===== src/rtl/uart_cmd_pkt.sv =====
// uart_cmd_pkt
//   Command-packet framer between an 8-bit UART byte interface and the flight
//   controller.
//   RX: assembles {cmd, DATA_BYTES payload bytes MSB-first, optional checksum}.
//       A partial packet is dropped if the gap between its bytes exceeds
//       TIMEOUT_CLKS clocks.
//   TX: response bytes are queued in a RESP_DEPTH FIFO and handed to the UART
//       transmitter one at a time.
// Ports
//   clk, rst                   clock, async active-high reset
//   rx_data, rx_rdy            byte from UART receiver, level-valid
//   clr_rx_rdy                 comb, high in the cycle a byte is consumed
//   cmd_rdy, cmd, data         last accepted packet, cmd_rdy until consumed
//   clr_cmd_rdy                host has consumed the packet
//   chk_err, pkt_timeout       1-clk pulses for dropped packets
//   resp, send_resp            response byte push
//   resp_full, resp_ovf        FIFO full / push-dropped pulse
//   tx_data, trmt, tx_done     UART transmitter handshake
//   resp_sent                  1-clk pulse per byte popped
module uart_cmd_pkt #(
  parameter int DATA_BYTES   = 2,
  parameter int CHK_EN       = 0,
  parameter int TIMEOUT_CLKS = 50000,
  parameter int RESP_DEPTH   = 4
) (
  input  logic                    clk,
  input  logic                    rst,
  input  logic [7:0]              rx_data,
  input  logic                    rx_rdy,
  output logic                    clr_rx_rdy,
  output logic                    cmd_rdy,
  output logic [7:0]              cmd,
  output logic [8*DATA_BYTES-1:0] data,
  input  logic                    clr_cmd_rdy,
  output logic                    chk_err,
  output logic                    pkt_timeout,
  input  logic [7:0]              resp,
  input  logic                    send_resp,
  output logic                    resp_full,
  output logic                    resp_ovf,
  output logic [7:0]              tx_data,
  output logic                    trmt,
  input  logic                    tx_done,
  output logic                    resp_sent
);

  localparam int DW = 8 * DATA_BYTES;
  localparam int CW = (DATA_BYTES > 1) ? $clog2(DATA_BYTES) : 1;
  localparam int TW = (TIMEOUT_CLKS > 0) ? $clog2(TIMEOUT_CLKS + 1) : 1;
  localparam int AW = $clog2(RESP_DEPTH);

  typedef enum logic [1:0] {IDLE, PAYLOAD, CHK} rx_state_t;
  typedef enum logic       {TX_IDLE, TX_WAIT}   tx_state_t;

  // ---------------------------------------------------------------- RX path
  rx_state_t       r_rx_state, w_rx_next;
  logic [7:0]      r_shadow_cmd;
  logic [DW-1:0]   r_shadow_data;
  logic [7:0]      r_chk_sum;
  logic [CW-1:0]   r_byte_cnt;
  logic [TW-1:0]   r_to_cnt;
  logic            r_cmd_rdy, r_chk_err, r_pkt_timeout;
  logic [7:0]      r_cmd;
  logic [DW-1:0]   r_data;

  logic            w_last, w_to_hit, w_accept, w_bad_chk, w_expire;
  logic [7:0]      w_chk_total;
  logic [DW-1:0]   w_data_shift, w_accept_data;

  // Every state consumes a byte whenever one is offered.
  assign clr_rx_rdy  = rx_rdy;
  assign w_last      = (r_byte_cnt == CW'(DATA_BYTES - 1));
  assign w_chk_total = r_chk_sum + rx_data;
  assign w_to_hit    = (TIMEOUT_CLKS != 0) && (r_to_cnt == TW'(TIMEOUT_CLKS));

  generate
    if (DATA_BYTES > 1) begin : g_shift
      assign w_data_shift = {r_shadow_data[DW-9:0], rx_data};
    end else begin : g_single
      assign w_data_shift = rx_data;
    end
  endgenerate

  // Accepting from CHK uses the completed shadow; from PAYLOAD the final
  // payload byte is still on rx_data this cycle.
  assign w_accept_data = (r_rx_state == CHK) ? r_shadow_data : w_data_shift;

  // NOTE: every signal assigned in always_comb gets a default first, so no
  // path through the case can leave it unassigned and infer a latch.
  always_comb begin
    w_rx_next = r_rx_state;
    w_accept  = 1'b0;
    w_bad_chk = 1'b0;
    w_expire  = 1'b0;
    case (r_rx_state)
      IDLE: if (rx_rdy) w_rx_next = PAYLOAD;
      PAYLOAD: begin
        if (rx_rdy) begin
          if (w_last) begin
            if (CHK_EN != 0) begin
              w_rx_next = CHK;
            end else begin
              w_rx_next = IDLE;
              w_accept  = 1'b1;
            end
          end
        end else if (w_to_hit) begin
          w_expire  = 1'b1;
          w_rx_next = IDLE;
        end
      end
      CHK: begin
        if (rx_rdy) begin
          w_rx_next = IDLE;
          if (w_chk_total == 8'h00) w_accept  = 1'b1;
          else                      w_bad_chk = 1'b1;
        end else if (w_to_hit) begin
          w_expire  = 1'b1;
          w_rx_next = IDLE;
        end
      end
      default: w_rx_next = IDLE;
    endcase
  end

  // NOTE: state registers use non-blocking assignments so every register
  // samples its inputs from the same pre-edge values.
  always_ff @(posedge clk or posedge rst) begin
    if (rst) begin
      r_rx_state    <= IDLE;
      r_shadow_cmd  <= '0;
      r_shadow_data <= '0;
      r_chk_sum     <= '0;
      r_byte_cnt    <= '0;
      r_to_cnt      <= '0;
      r_cmd_rdy     <= 1'b0;
      r_chk_err     <= 1'b0;
      r_pkt_timeout <= 1'b0;
      r_cmd         <= '0;
      r_data        <= '0;
    end else begin
      r_rx_state    <= w_rx_next;
      r_chk_err     <= w_bad_chk;
      r_pkt_timeout <= w_expire;

      // Inter-byte gap counter; saturates at the limit, a byte arriving in the
      // expiry cycle still wins because expiry requires !rx_rdy.
      if (rx_rdy || r_rx_state == IDLE)
        r_to_cnt <= '0;
      else if (TIMEOUT_CLKS != 0 && !w_to_hit)
        r_to_cnt <= r_to_cnt + 1'b1;

      if (rx_rdy && r_rx_state == IDLE) begin
        r_shadow_cmd <= rx_data;
        r_chk_sum    <= rx_data;
        r_byte_cnt   <= '0;
      end else if (rx_rdy && r_rx_state == PAYLOAD) begin
        r_shadow_data <= w_data_shift;
        r_chk_sum     <= w_chk_total;
        r_byte_cnt    <= r_byte_cnt + 1'b1;
      end

      // Acceptance has priority over any clear in the same cycle.
      if (w_accept)
        r_cmd_rdy <= 1'b1;
      else if (clr_cmd_rdy || (rx_rdy && r_rx_state == IDLE))
        r_cmd_rdy <= 1'b0;

      if (w_accept) begin
        r_cmd  <= r_shadow_cmd;
        r_data <= w_accept_data;
      end
    end
  end

  assign cmd_rdy     = r_cmd_rdy;
  assign cmd         = r_cmd;
  assign data        = r_data;
  assign chk_err     = r_chk_err;
  assign pkt_timeout = r_pkt_timeout;

  // ---------------------------------------------------------------- TX path
  tx_state_t     r_tx_state, w_tx_next;
  logic [7:0]    r_mem [RESP_DEPTH];
  logic [AW:0]   r_wr_ptr, r_rd_ptr;
  logic          r_resp_ovf, r_resp_sent;
  logic          w_empty, w_full, w_push, w_pop, w_trmt;

  // Extra pointer MSB distinguishes full from empty when the indices match.
  assign w_empty = (r_wr_ptr == r_rd_ptr);
  assign w_full  = (r_wr_ptr[AW] != r_rd_ptr[AW]) &&
                   (r_wr_ptr[AW-1:0] == r_rd_ptr[AW-1:0]);
  assign w_pop   = (r_tx_state == TX_WAIT) && tx_done;
  // When full, a simultaneous pop frees the slot being written.
  assign w_push  = send_resp && (!w_full || w_pop);

  always_comb begin
    w_tx_next = r_tx_state;
    w_trmt    = 1'b0;
    case (r_tx_state)
      TX_IDLE: if (!w_empty) begin
        w_trmt    = 1'b1;
        w_tx_next = TX_WAIT;
      end
      TX_WAIT: if (tx_done) w_tx_next = TX_IDLE;
      default: w_tx_next = TX_IDLE;
    endcase
  end

  // NOTE: the FIFO storage has no reset; the pointers alone define which
  // entries are valid, and tx_data is gated while the FIFO is empty.
  always_ff @(posedge clk) begin
    if (w_push) r_mem[r_wr_ptr[AW-1:0]] <= resp;
  end

  always_ff @(posedge clk or posedge rst) begin
    if (rst) begin
      r_tx_state  <= TX_IDLE;
      r_wr_ptr    <= '0;
      r_rd_ptr    <= '0;
      r_resp_ovf  <= 1'b0;
      r_resp_sent <= 1'b0;
    end else begin
      r_tx_state  <= w_tx_next;
      r_resp_ovf  <= send_resp && w_full && !w_pop;
      r_resp_sent <= w_pop;
      if (w_push) r_wr_ptr <= r_wr_ptr + 1'b1;
      if (w_pop)  r_rd_ptr <= r_rd_ptr + 1'b1;
    end
  end

  assign tx_data   = w_empty ? 8'h00 : r_mem[r_rd_ptr[AW-1:0]];
  assign trmt      = w_trmt;
  assign resp_full = w_full;
  assign resp_ovf  = r_resp_ovf;
  assign resp_sent = r_resp_sent;

endmodule


===== config.mk =====
export PLATFORM = sky130hd
export DESIGN_NAME = uart_cmd_pkt
export DESIGN_NICKNAME = d
export VERILOG_FILES = /design/src/rtl/uart_cmd_pkt.sv
export SDC_FILE = /design/constraint.sdc
export NUM_CORES = 1
export LEC_CHECK = 0
export ABC_CLOCK_PERIOD_IN_PS = 2750
export CAP_MARGIN = 20
export CORE_UTILIZATION = 56
export CTS_BUF_LIST = sky130_fd_sc_hd__clkbuf_4
export CTS_CLUSTER_SIZE = 10
export DETAILED_ROUTE_END_ITERATION = 7
export PLACE_DENSITY = 0.91
export SLEW_MARGIN = 30
export SYNTH_ARGS = -nofsm -noshare
export SYNTH_HDL_FRONTEND = slang
export SYNTH_SLANG_ARGS = --single-unit
export TNS_END_PERCENT = 1

===== constraint.sdc =====
create_clock -name clk -period 2.75 [get_ports clk]
set_input_delay 0.4125 -clock clk [delete_from_list [all_inputs] [get_ports clk]]
set_output_delay 0.4125 -clock clk [all_outputs]
set_load 0.02 [all_outputs]

==> results of run 1 <==
## worst max-delay path: stages (launching register included)
cell and delay [ps]:
dfrtp_1 480, xnor2_1 260, nand2_1 130, nor2_4 250
nor2b_1 80, clkdlybuf4s50_1 540
## logic make-up after synthesis
family                     Yosys count
adders and majority gates            7
AOI/OAI and AO/OA                    8
xor gates and xnor gates            19
muxes                               52
and+or+nand+nor                     71
DFF                                101
buffers and inverters               20
other                                1
## area by class of cell
| cell class | instances | area [um^2] |
|---|---|---|
| clock buffer | 9 | 67.6 |
| multi-input combinational | 158 | 1440 |
| fill | 506 | 2180 |
| clock inverter | 7 | 82.6 |
| timing repair buffer | 65 | 668 |
| inverter | 9 | 33.8 |
| tap | 99 | 124 |
| sequential | 101 | 2690 |
## stage by stage
stage | cell area [um^2] | power [W] | util (%) | std cells | worst slack [ps]
final | 5110 | 0.00521 | 70.0 | 448 | 163
after global routing | 5110 | 0.00551 | 70.0 | 448 | -15.6
after CTS | 5090 | 0.00528 | 69.8 | 448 | 4.98
after detailed placement | 4930 | 0.00447 | 67.7 | 432 | 413
after global placement | 4930 | 0.00437 | 67.7 | 432 | 489
after floorplan | 4230 | 0.00354 | - | 279 | 598
## synth_stat cells (2+ instances only)
library cell | n | area [um^2]
nand4_1 | 2 | 12.5
xnor2_1 | 14 | 123
or3_1 | 2 | 12.5
nor3_1 | 4 | 20.0
mux2i_1 | 2 | 20.0
nand2_1 | 8 | 30.0
and3_1 | 7 | 43.8
mux2_2 | 42 | 473
buf_6 | 2 | 22.5
inv_1 | 9 | 33.8
nor2b_1 | 8 | 50.1
nand4_2 | 2 | 25.0
buf_4 | 3 | 22.5
nor4_4 | 3 | 63.8
buf_2 | 5 | 25.0
edfxtp_1 | 32 | 961
nor4b_1 | 2 | 17.5
mux4_2 | 8 | 180
o21ai_0 | 2 | 10.0
dfrtp_1 | 69 | 1730
nand3_1 | 7 | 35.0
nor2_1 | 15 | 56.3
nand3b_1 | 2 | 15.0
xor2_1 | 5 | 43.8
ha_1 | 7 | 87.6
nand2b_1 | 2 | 12.5
a21oi_1 | 5 | 25.0
## where the power goes
| part | internal, W | total [W] | leakage [nW] | switching (W) |
|---|---|---|---|---|
| clock network | 0.000292 | 0.000799 | 0.0816 | 0.000507 |
| logic | 0.00111 | 0.00215 | 0.945 | 0.00104 |
| registers | 0.00201 | 0.00226 | 1.14 | 0.000251 |
| total | 0.00341 | 0.00521 | 2.17 | 0.00180 |
## metal layers
layer / part of all wire (%) / vias to the layer above / global-route usage, %
met1: 42 / 1199 / 26.9
met5: 0 / - / 0
met4: 1.6 / 0 / 8.66
li1: - / 1123 / -
met2: 50 / 78 / 33.7
met3: 7.1 / 12 / 6.37
## registers in the layout, indices dropped and copies added, names as in the netlist
register       count
r_rd_ptr           3
r_shadow_cmd       8
r_mem             32
cmd_rdy            1
resp_sent          1
cmd                8
data              16
resp_ovf           1
r_to_cnt          16
r_shadow_data      8
r_wr_ptr           3
r_rx_state         1
pkt_timeout        1
r_tx_state         1
r_byte_cnt         1
## worst max-delay path by stage
stage	from	to	slack, ps	depth (start not counted)
after floorplan	rst	cmd[0]	600	1
after global placement	r_rd_ptr[0]	tx_data[7]	490	4
after detailed placement	r_rd_ptr[0]	tx_data[6]	410	4
after CTS	r_rd_ptr[0]	tx_data[6]	5	4
after global routing	r_wr_ptr[1]	tx_data[0]	-20	5
final	r_wr_ptr[0]	tx_data[0]	160	5
## cell usage in the layout (no fill, tap or decap), types with 3 or more instances in the layout
master,n
edfxtp_1,32
ha_1,7
a21oi_1,5
and3_1,7
clkdlybuf4s50_1,53
xnor2_1,14
xor2_1,5
nor4_4,3
nor3_1,4
clkbuf_4,9
dfrtp_1,68
nor2b_1,8
clkinv_4,3
mux4_2,8
nor2_1,15
mux2_2,42
nand2_1,8
buf_4,4
nand3_1,7
inv_1,8
dlymetal6s2s_1,7
## timing repair
| item | 4_1_cts | 5_1_grt |
|---|---|---|
| gates cloned | 0 | 0 |
| endpoints found under the setup margin | 9 | 8 |
| hold buffers | 0 | 0 |
| hold endpoints to repair | 0 | 0 |
| setup buffers | 0 | 0 |
| resized for setup | 2 | 7 |
==> metrics.yaml, run 1 <==
outcome:
  status: "completed"
sta:
  rsz0062_at_grt: "true"
  fmax_mhz: 387
  holdWs_ps: 314
  slew_headroom_pct: 58.5
  setup_viol: 0
  timing.setup.tns_ps: 0
  layout_min_cycle_time_ps: 2590
  tightest_slew_ps: 623
  final_max_slew_viol_count: 0
  finalHoldViolCount: 0
  period_share_pct: 94.1
  final.setup_skew_ps: 16.1
detailed_routing:
  route.detailed.drc: 0
  ant_nets: 0
  vias: 2412
  initialDrtViolationCount: 134
  routed_wl_um: 7290
  dr.pass1.iters: 4
  avgRoutedWirePerCell_um: 16.3
  vias_per_cell: 5.38
synthesis:
  synthSimpleGateAreaFrac_pct: 11.0
  synth_ff_type: "dfrtp_1"
  synth_nets: 308
  synth-xor-area-share_pct: 3.93
  synth_top_family_by_area: "multiplexers"
  synthCells: 279
  synth_cell_types: 37
  seq_area_frac_synth_pct: 63.5
  post_synth_mux_area_share_pct: 15.9
  syn-cell-area_mm2: 0.00423
  synth-seq-cells: 101
  ys_async_sr_fraction_pct: 68.3
  synth-compound-area-share_pct: 0.975
  ys_warn_count: 0
  yosys.area_share.adder_pct: 2.07
  syn_avg_cell_area_um2: 15.2
  synth_edf_count: 32
placed_design:
  gp_congestion: 0.762
  port_buffers: 60
  dpl.hpwl_um: 5100
critical_path:
  cp-end-kind: "output port"
  crit_required_ps: 2340
  r2r_setup_slack_ps: 1020
  worstPathArrival_ps: 2170
  cp-start-kind: "flop"
  r2r_start: "r_rd_ptr[2]"
  r2r-end: "r_wr_ptr[2]"
  critPathKind: "flop to output port"
  ff2ff_path_depth: 4
  critPathMaxFanout: 10
floorplanning:
  dieArea_mm2: 0.00791
  rows: 31
  ioPinCount: 62
  die_y_um: 88.9
  die_w_um: 88.9
  start_util_pct: 58.0
  coreArea_mm2: 0.00729
clocking:
  cts-root-buf: "clkbuf_4"
  cts_buffer_depth: 2
  cts_tree: "yes"
  cts.sinks: 101
  clkLatencyLatePin_ps: 460
  path_clk_slew_ps: 160
  cts_buffers: 9
  cts_max_level: 3
cells_and_area:
  nets: 373
  diodes: 0
  area_growth_syn_to_layout_pct: 20.7
  drive_above_1_share_pct: 23.2
grt:
  grt_usage_pct: 20.9
  grt_pass1_wl_um: 12000
  gr-total-overflow: 0
  antenna_found_initial: 0
  grt_pass1_vias: 2510
  grt_max_degree: 70
power:
  p_leak_nw: 2.17
  vdd_drop_max_uv: 702
  powerDensity_mw_per_mm2: 1020
flow_run:
  drv_cap: 0
hold_path:
  hold_path_class: "primary input to asynchronous set/reset pin"
(Power assumes the default switching activity.)
==> run 2: changes to the inputs <==
--- a/config.mk
+++ b/config.mk
@@ -12,6 +12,7 @@
 export CTS_CLUSTER_SIZE = 10
 export DETAILED_ROUTE_END_ITERATION = 7
 export PLACE_DENSITY = 0.91
+export SKIP_LAST_GASP = 1
 export SLEW_MARGIN = 30
 export SYNTH_ARGS = -nofsm -noshare
 export SYNTH_HDL_FRONTEND = slang
==> run 2 against run 1 <==
  * Count of clock-buffer cells in the layout unchanged
  * Routed wire length up 0.51%
  * Fmax is 5.2% lower
  * Power increased by 0.53%
  * Worst setup slack worse by 140 ps
  * Non-clock buffer count unchanged
  * Core utilization fell by 0.21 points
  * Final cell count did not move
  * Critical path type unchanged
==> metrics.yaml, run 2 (synthesis gave the netlist of run 1 again) <==
clocking:
  cts_max_level: 3  # unchanged
  cts.sinks: 101  # unchanged
  cts_tree: "yes"
  cts_buffer_depth: 2  # unchanged
  clkLatencyLatePin_ps: 470  # about the same
  cts-root-buf: "clkbuf_4"
  holdBufCountCts: 0  # unchanged
  cts_buffers: 9  # unchanged
  path_clk_slew_ps: 160  # about the same
  post-cts-setup-buffer-count: 0  # unchanged
critical_path:
  worstPathArrival_ps: 2320  # +150 ps
  cp-end-kind: "output port"
  max_stage_delay_ps: 540  # about the same
  crit_required_ps: 2340  # about the same
  slowest_stage: "clkdlybuf4s50_1"
  critPathKind: "flop to output port"
  cp-start-kind: "flop"
  critPathMaxFanout: 6  # -4
  cp_cell_sequence: "buf_4 > mux4_2 > nor2b_1 > clkdlybuf4s50_1"
floorplanning:
  ioPinCount: 62  # unchanged
  dieArea_mm2: 0.00791  # unchanged
  die_y_um: 88.9  # unchanged
  rows: 31  # unchanged
  start_util_pct: 58.0  # unchanged
  coreArea_mm2: 0.00729  # unchanged
  die_w_um: 88.9  # unchanged
cells_and_area:
  nets: 373  # unchanged
  final_cell_area_mm2: 0.00509  # -0.29%
  diodes: 0  # unchanged
  largest_register_ffs: 32  # unchanged
  layout_common_cells: "dfrtp_1, clkdlybuf4s50_1, mux2_2"
  area_growth_syn_to_layout_pct: 20.3
  layout_commonest_cell: "dfrtp_1"
  drive_above_1_share_pct: 23.2  # unchanged
sta:
  layout_min_cycle_time_ps: 2730  # +143 ps
  final_max_slew_viol_count: 0  # unchanged
  final.setup_skew_ps: 17.8  # +1.71 ps
  finalHoldViolCount: 0  # unchanged
  rsz0062_at_grt: "true"
  tightest_slew_ps: 625  # +2.35 ps
  setup_viol: 0  # unchanged
  holdWs_ps: 303  # -10.5 ps
  period_share_pct: 99.3  # +5.2 points
  slew_headroom_pct: 58.3  # -0.16 points
  fmax_mhz: 366  # -5.2%
outcome:
  status: "completed"
placed_design:
  dpl.hpwl_um: 5100  # unchanged
  placed_area_mm2: 0.00493  # unchanged
  gp_congestion: 0.762  # unchanged
  port_buffers: 60  # unchanged
detailed_routing:
  route.detailed.drc: 0  # unchanged
  avgRoutedWirePerCell_um: 16.4  # +0.51%
  vias: 2407  # -0.21%
  dr.pass1.iters: 4  # unchanged
  routed_wl_um: 7330  # +0.51%
  initialDrtViolationCount: 174  # +30%
  ant_nets: 0  # unchanged
  vias_per_cell: 5.37  # -0.21%
flow_run:
  drv_cap: 0  # unchanged
grt:
  antenna_found_initial: 0  # unchanged
  grt_max_degree: 70  # unchanged
  grt_pass1_wl_um: 12000  # unchanged
  grt_pass1_vias: 2510  # unchanged
  grt_usage_pct: 20.9  # unchanged
  gr-total-overflow: 0  # unchanged
power:
  p_leak_nw: 2.10  # -2.9%
  powerDensity_mw_per_mm2: 1030  # +0.83%
  vdd_drop_max_uv: 702  # about the same
hold_path:
  hold_path_class: "primary input to asynchronous set/reset pin"
==> run 2: cell type report <==
class	instances	area, um^2
Sequential cell	101	2690
Timing Repair Buffer	65	653
Fill cell	510	2200
Inverter	9	33.8
Clock inverter	7	82.6
Multi-Input combinational cell	158	1440
Clock buffer	9	67.6
Tap cell	99	124
==> run 2: critical path: cells and delay by family, from the launching register on <==
kind / cells / cell delay (ps)
buffers and inverters: 2 / 730
DFF: 1 / 480
muxes: 1 / 510
and+or+nand+nor: 1 / 150
==> run 2: worst paths after layout <==
kind | startpoint | endpoint | slack (ps) | cells past startpoint
max in group asynchronous | rst | r_rd_ptr[0] | 2130 | 3
min in group clk | r_wr_ptr[2] | r_wr_ptr[2] | 510 | 1
worst min register to register | r_wr_ptr[2] | r_wr_ptr[2] | 510 | 1
worst min-delay path | rst | data[13] | 300 | 3
worst max register to register | r_rd_ptr[2] | r_wr_ptr[2] | 1020 | 4
worst max-delay path | r_rd_ptr[0] | tx_data[6] | 20 | 4
==> run 2: per-layer routing <==
metal / global-route usage, % / vias to the layer above / wire, um
met4: 8.66 / 0 / 97
met3: 6.37 / 9 / 431
met5: 0 / - / 0
met1: 26.9 / 1201 / 3160
li1: - / 1125 / -
met2: 33.7 / 72 / 3640
==> run 2: through the flow <==
stage / cells / worst slack [ps] / setup TNS, ps / total power (W) / utilization, %
global route: 448 / -51.7 / -223 / 0.00554 / 69.8
detailed placement: 432 / 413 / 0 / 0.00447 / 67.7
CTS: 448 / 4.98 / 0 / 0.00528 / 69.8
finish: 448 / 19.7 / 0 / 0.00524 / 69.8
floorplan: 279 / 598 / 0 / 0.00354 / -
global placement: 432 / 489 / 0 / 0.00437 / 67.7
==> run 2: report_power, final <==
part	leakage, nW	switching [W]	total, W	internal, W
Clock	0.0816	0.000511	0.000803	0.000292
Combinational	0.883	0.00105	0.00217	0.00113
Sequential	1.14	0.000251	0.00226	0.00201
Total	2.10	0.00181	0.00524	0.00343
==> run 2: timing repair <==
action / CTS / global route
endpoints found under the hold margin: 0 / 0
gates resized for setup: 2 / 1
endpoints found under the setup margin: 9 / 8
==> run 3: changes to the inputs <==
--- a/config.mk
+++ b/config.mk
@@ -7,6 +7,7 @@
 export LEC_CHECK = 0
 export ABC_CLOCK_PERIOD_IN_PS = 2750
 export CAP_MARGIN = 20
+export CORE_ASPECT_RATIO = 0.8
 export CORE_UTILIZATION = 56
 export CTS_BUF_LIST = sky130_fd_sc_hd__clkbuf_4
 export CTS_CLUSTER_SIZE = 10
==> run 3 against run 2 <==
  * Routed wire length grew 12%
  * Sequential power is essentially flat
  * Clock power shrank 2%
  * Non-clock buffer count grew 3
  * Power grew 3.3%
  * Critical endpoint is now tx_data[1]
  * Largest cell class unchanged
==> metrics.yaml, run 3 (synthesis gave the netlist of run 1 again) <==
power:
  vdd_drop_max_uv: 810  # +15%
  pwr-share-comb_pct: 43.2  # +1.7 points
  internal_power_w: 0.00341  # -0.40%
  power_w: 0.00541  # +3.3%
  p_leak_nw: 2.13  # +1.4%
  switching_share_pct: 36.9  # +2.3 points
  power.switching_w: 0.00199  # +10%
  powerDensity_mw_per_mm2: 1050  # +2.4%
  seq_power_share_pct: 42.2  # -0.9 points
  clock_power_share_pct: 14.6  # -0.7 points
sta:
  slew_headroom_pct: 54.6  # -3.7 points
  period_share_pct: 97.8  # -1.5 points
  setup_viol: 0  # unchanged
  layout_min_cycle_time_ps: 2690  # -41.4 ps
  finalHoldViolCount: 0  # unchanged
  rsz0062_at_grt: "true"
  fin_ws_ps: 61.1  # +41.4 ps
  final_max_slew_viol_count: 0  # unchanged
  fmax_mhz: 372  # +1.5%
  holdWs_ps: 261  # -42.7 ps
  final.setup_skew_ps: 24.1  # +6.25 ps
  tightest_slew_ps: 681  # +55.1 ps
critical_path:
  critPathMaxFanout: 5  # -1
  crit_required_ps: 2340  # about the same
  r2r_start: "r_rd_ptr[2]"
  cp-start-kind: "flop"
  cp-end-kind: "output port"
  critPathKind: "flop to output port"
  ff2ff_path_depth: 4  # unchanged
  critPathLaunch: "r_wr_ptr[0]"
  worstPathArrival_ps: 2280  # -40 ps
grt:
  grt_usage_pct: 22.0  # +1.1 points
  grt_max_degree: 32  # -54%
  grt_pass1_wl_um: 13100  # +8.8%
  antenna_found_initial: 0  # unchanged
  grt_pass1_vias: 2550  # +1.6%
  gr-total-overflow: 0  # unchanged
detailed_routing:
  routed_wl_um: 8200  # +12%
  vias: 2476  # +2.9%
  vias_per_cell: 5.63  # +4.7%
  initialDrtViolationCount: 140  # -20%
  ant_nets: 0  # unchanged
  route.detailed.drc: 0  # unchanged
  dr.pass1.iters: 5  # +1
  avgRoutedWirePerCell_um: 18.6  # +14%
placed_design:
  dp_slack_ps: 308  # -105 ps
  gp_congestion: 0.765  # +0.29%
  dpl.hpwl_um: 5530  # +8.4%
  port_buffers: 60  # unchanged
clocking:
  cts.sinks: 101  # unchanged
  cts_buffers: 9  # unchanged
  cts_max_level: 3  # unchanged
  holdBufCountCts: 0  # unchanged
  path_clk_slew_ps: 180  # +20 ps
  clkLatencyLatePin_ps: 450  # -20 ps
  cts_tree: "yes"
  cts_buffer_depth: 2  # unchanged
  cts-root-buf: "clkbuf_4"
cells_and_area:
  largest_register_ffs: 32  # unchanged
  nets: 377  # +1.1%
  layout_commonest_cell: "dfrtp_1"
  drive_above_1_share_pct: 25.2  # +2.0 points
  layout_common_cells: "dfrtp_1, clkdlybuf4s50_1, mux2_2"
  diodes: 0  # unchanged
  area_growth_syn_to_layout_pct: 21.4
  fillers: 437  # -14%
floorplanning:
  start_util_pct: 59.7  # +1.6 points
  dieArea_mm2: 0.00791  # about the same
  rows: 27  # -13%
  coreArea_mm2: 0.00709  # -2.7%
  die_w_um: 99.2  # +12%
  ioPinCount: 62  # unchanged
  die_y_um: 79.8  # -10%
outcome:
  status: "completed"
flow_run:
  drv_cap: 0  # unchanged
hold_path:
  hold_path_class: "primary input to asynchronous set/reset pin"
## run 3: cell count changes in the layout (fill, tap and decap cells not counted)
cell,delta
clkinv_1,-1
xor2_2,+1
inv_8,-1
nor2_4,+1
clkinv_8,+3
xor2_1,-1
clkinv_4,-3
buf_4,+3
bufinv_16,-1
xnor2_2,+2
xnor2_1,-2
inv_6,+3
## run 3: layer usage
metal  up-vias  global-route usage (%)  routed length [um]
met5         -                       0                   0
li1       1133                       -                   -
met2        77                    35.0                3950
met3         8                    6.65                 522
met4         0                    5.74                  76
met1      1258                    30.0                3650
## run 3: final timing paths
check,end,slack (ps)
max reg2reg,r_wr_ptr[2],870
min,resp_sent,260
max,tx_data[1],60
min reg2reg,r_shadow_cmd[4],520
max in group asynchronous,r_shadow_data[7],1860
min in group clk,r_shadow_cmd[4],520
## run 3: layout make-up
cell class,count,area [um^2],share of cell area [%]
flip-flops and latches,101,2690,52.3
multi-input cells,159,1480,28.7
repair buffers,68,676,13.2
well taps,87,109,2.12
clock inverters,7,86.3,1.68
clock buffers,9,67.6,1.32
inverters,9,33.8,0.658
## run 3: power by group through the flow
stage | Combinational [W] | Sequential, W | Clock, W
detailed placement | 0.00220 | 0.00231 | 0
CTS | 0.00226 | 0.00227 | 0.000807
global route | 0.00246 | 0.00233 | 0.000860
finish | 0.00234 | 0.00228 | 0.000790
floorplan | 0.00108 | 0.00246 | 0
global placement | 0.00212 | 0.00228 | 0
## run 3: worst max-delay path, cell delays in order, from the launching register on
cell	delay, ps
dfrtp_1	500
xnor2_2	240
nand2_1	190
nor2_4	250
nor2b_1	90
clkdlybuf4s50_1	560
## run 3: stage by stage
step	util, %	std cells	instance area [um^2]	setup TNS (ps)
3_5_place_dp	69.4	421	4930	0
6_report	72.4	440	5140	0
4_1_cts	71.8	438	5090	0
2_1_floorplan	-	279	4230	0
5_1_grt	72.4	440	5140	-245
3_3_place_gp	69.4	421	4930	0
## run 3: what timing repair did
action / CTS / global route
pin swaps: 0 / 1
buffers inserted: 1 / 1
setup endpoints to repair: 9 / 9
gates cloned: 0 / 1
gates resized for setup: 2 / 5
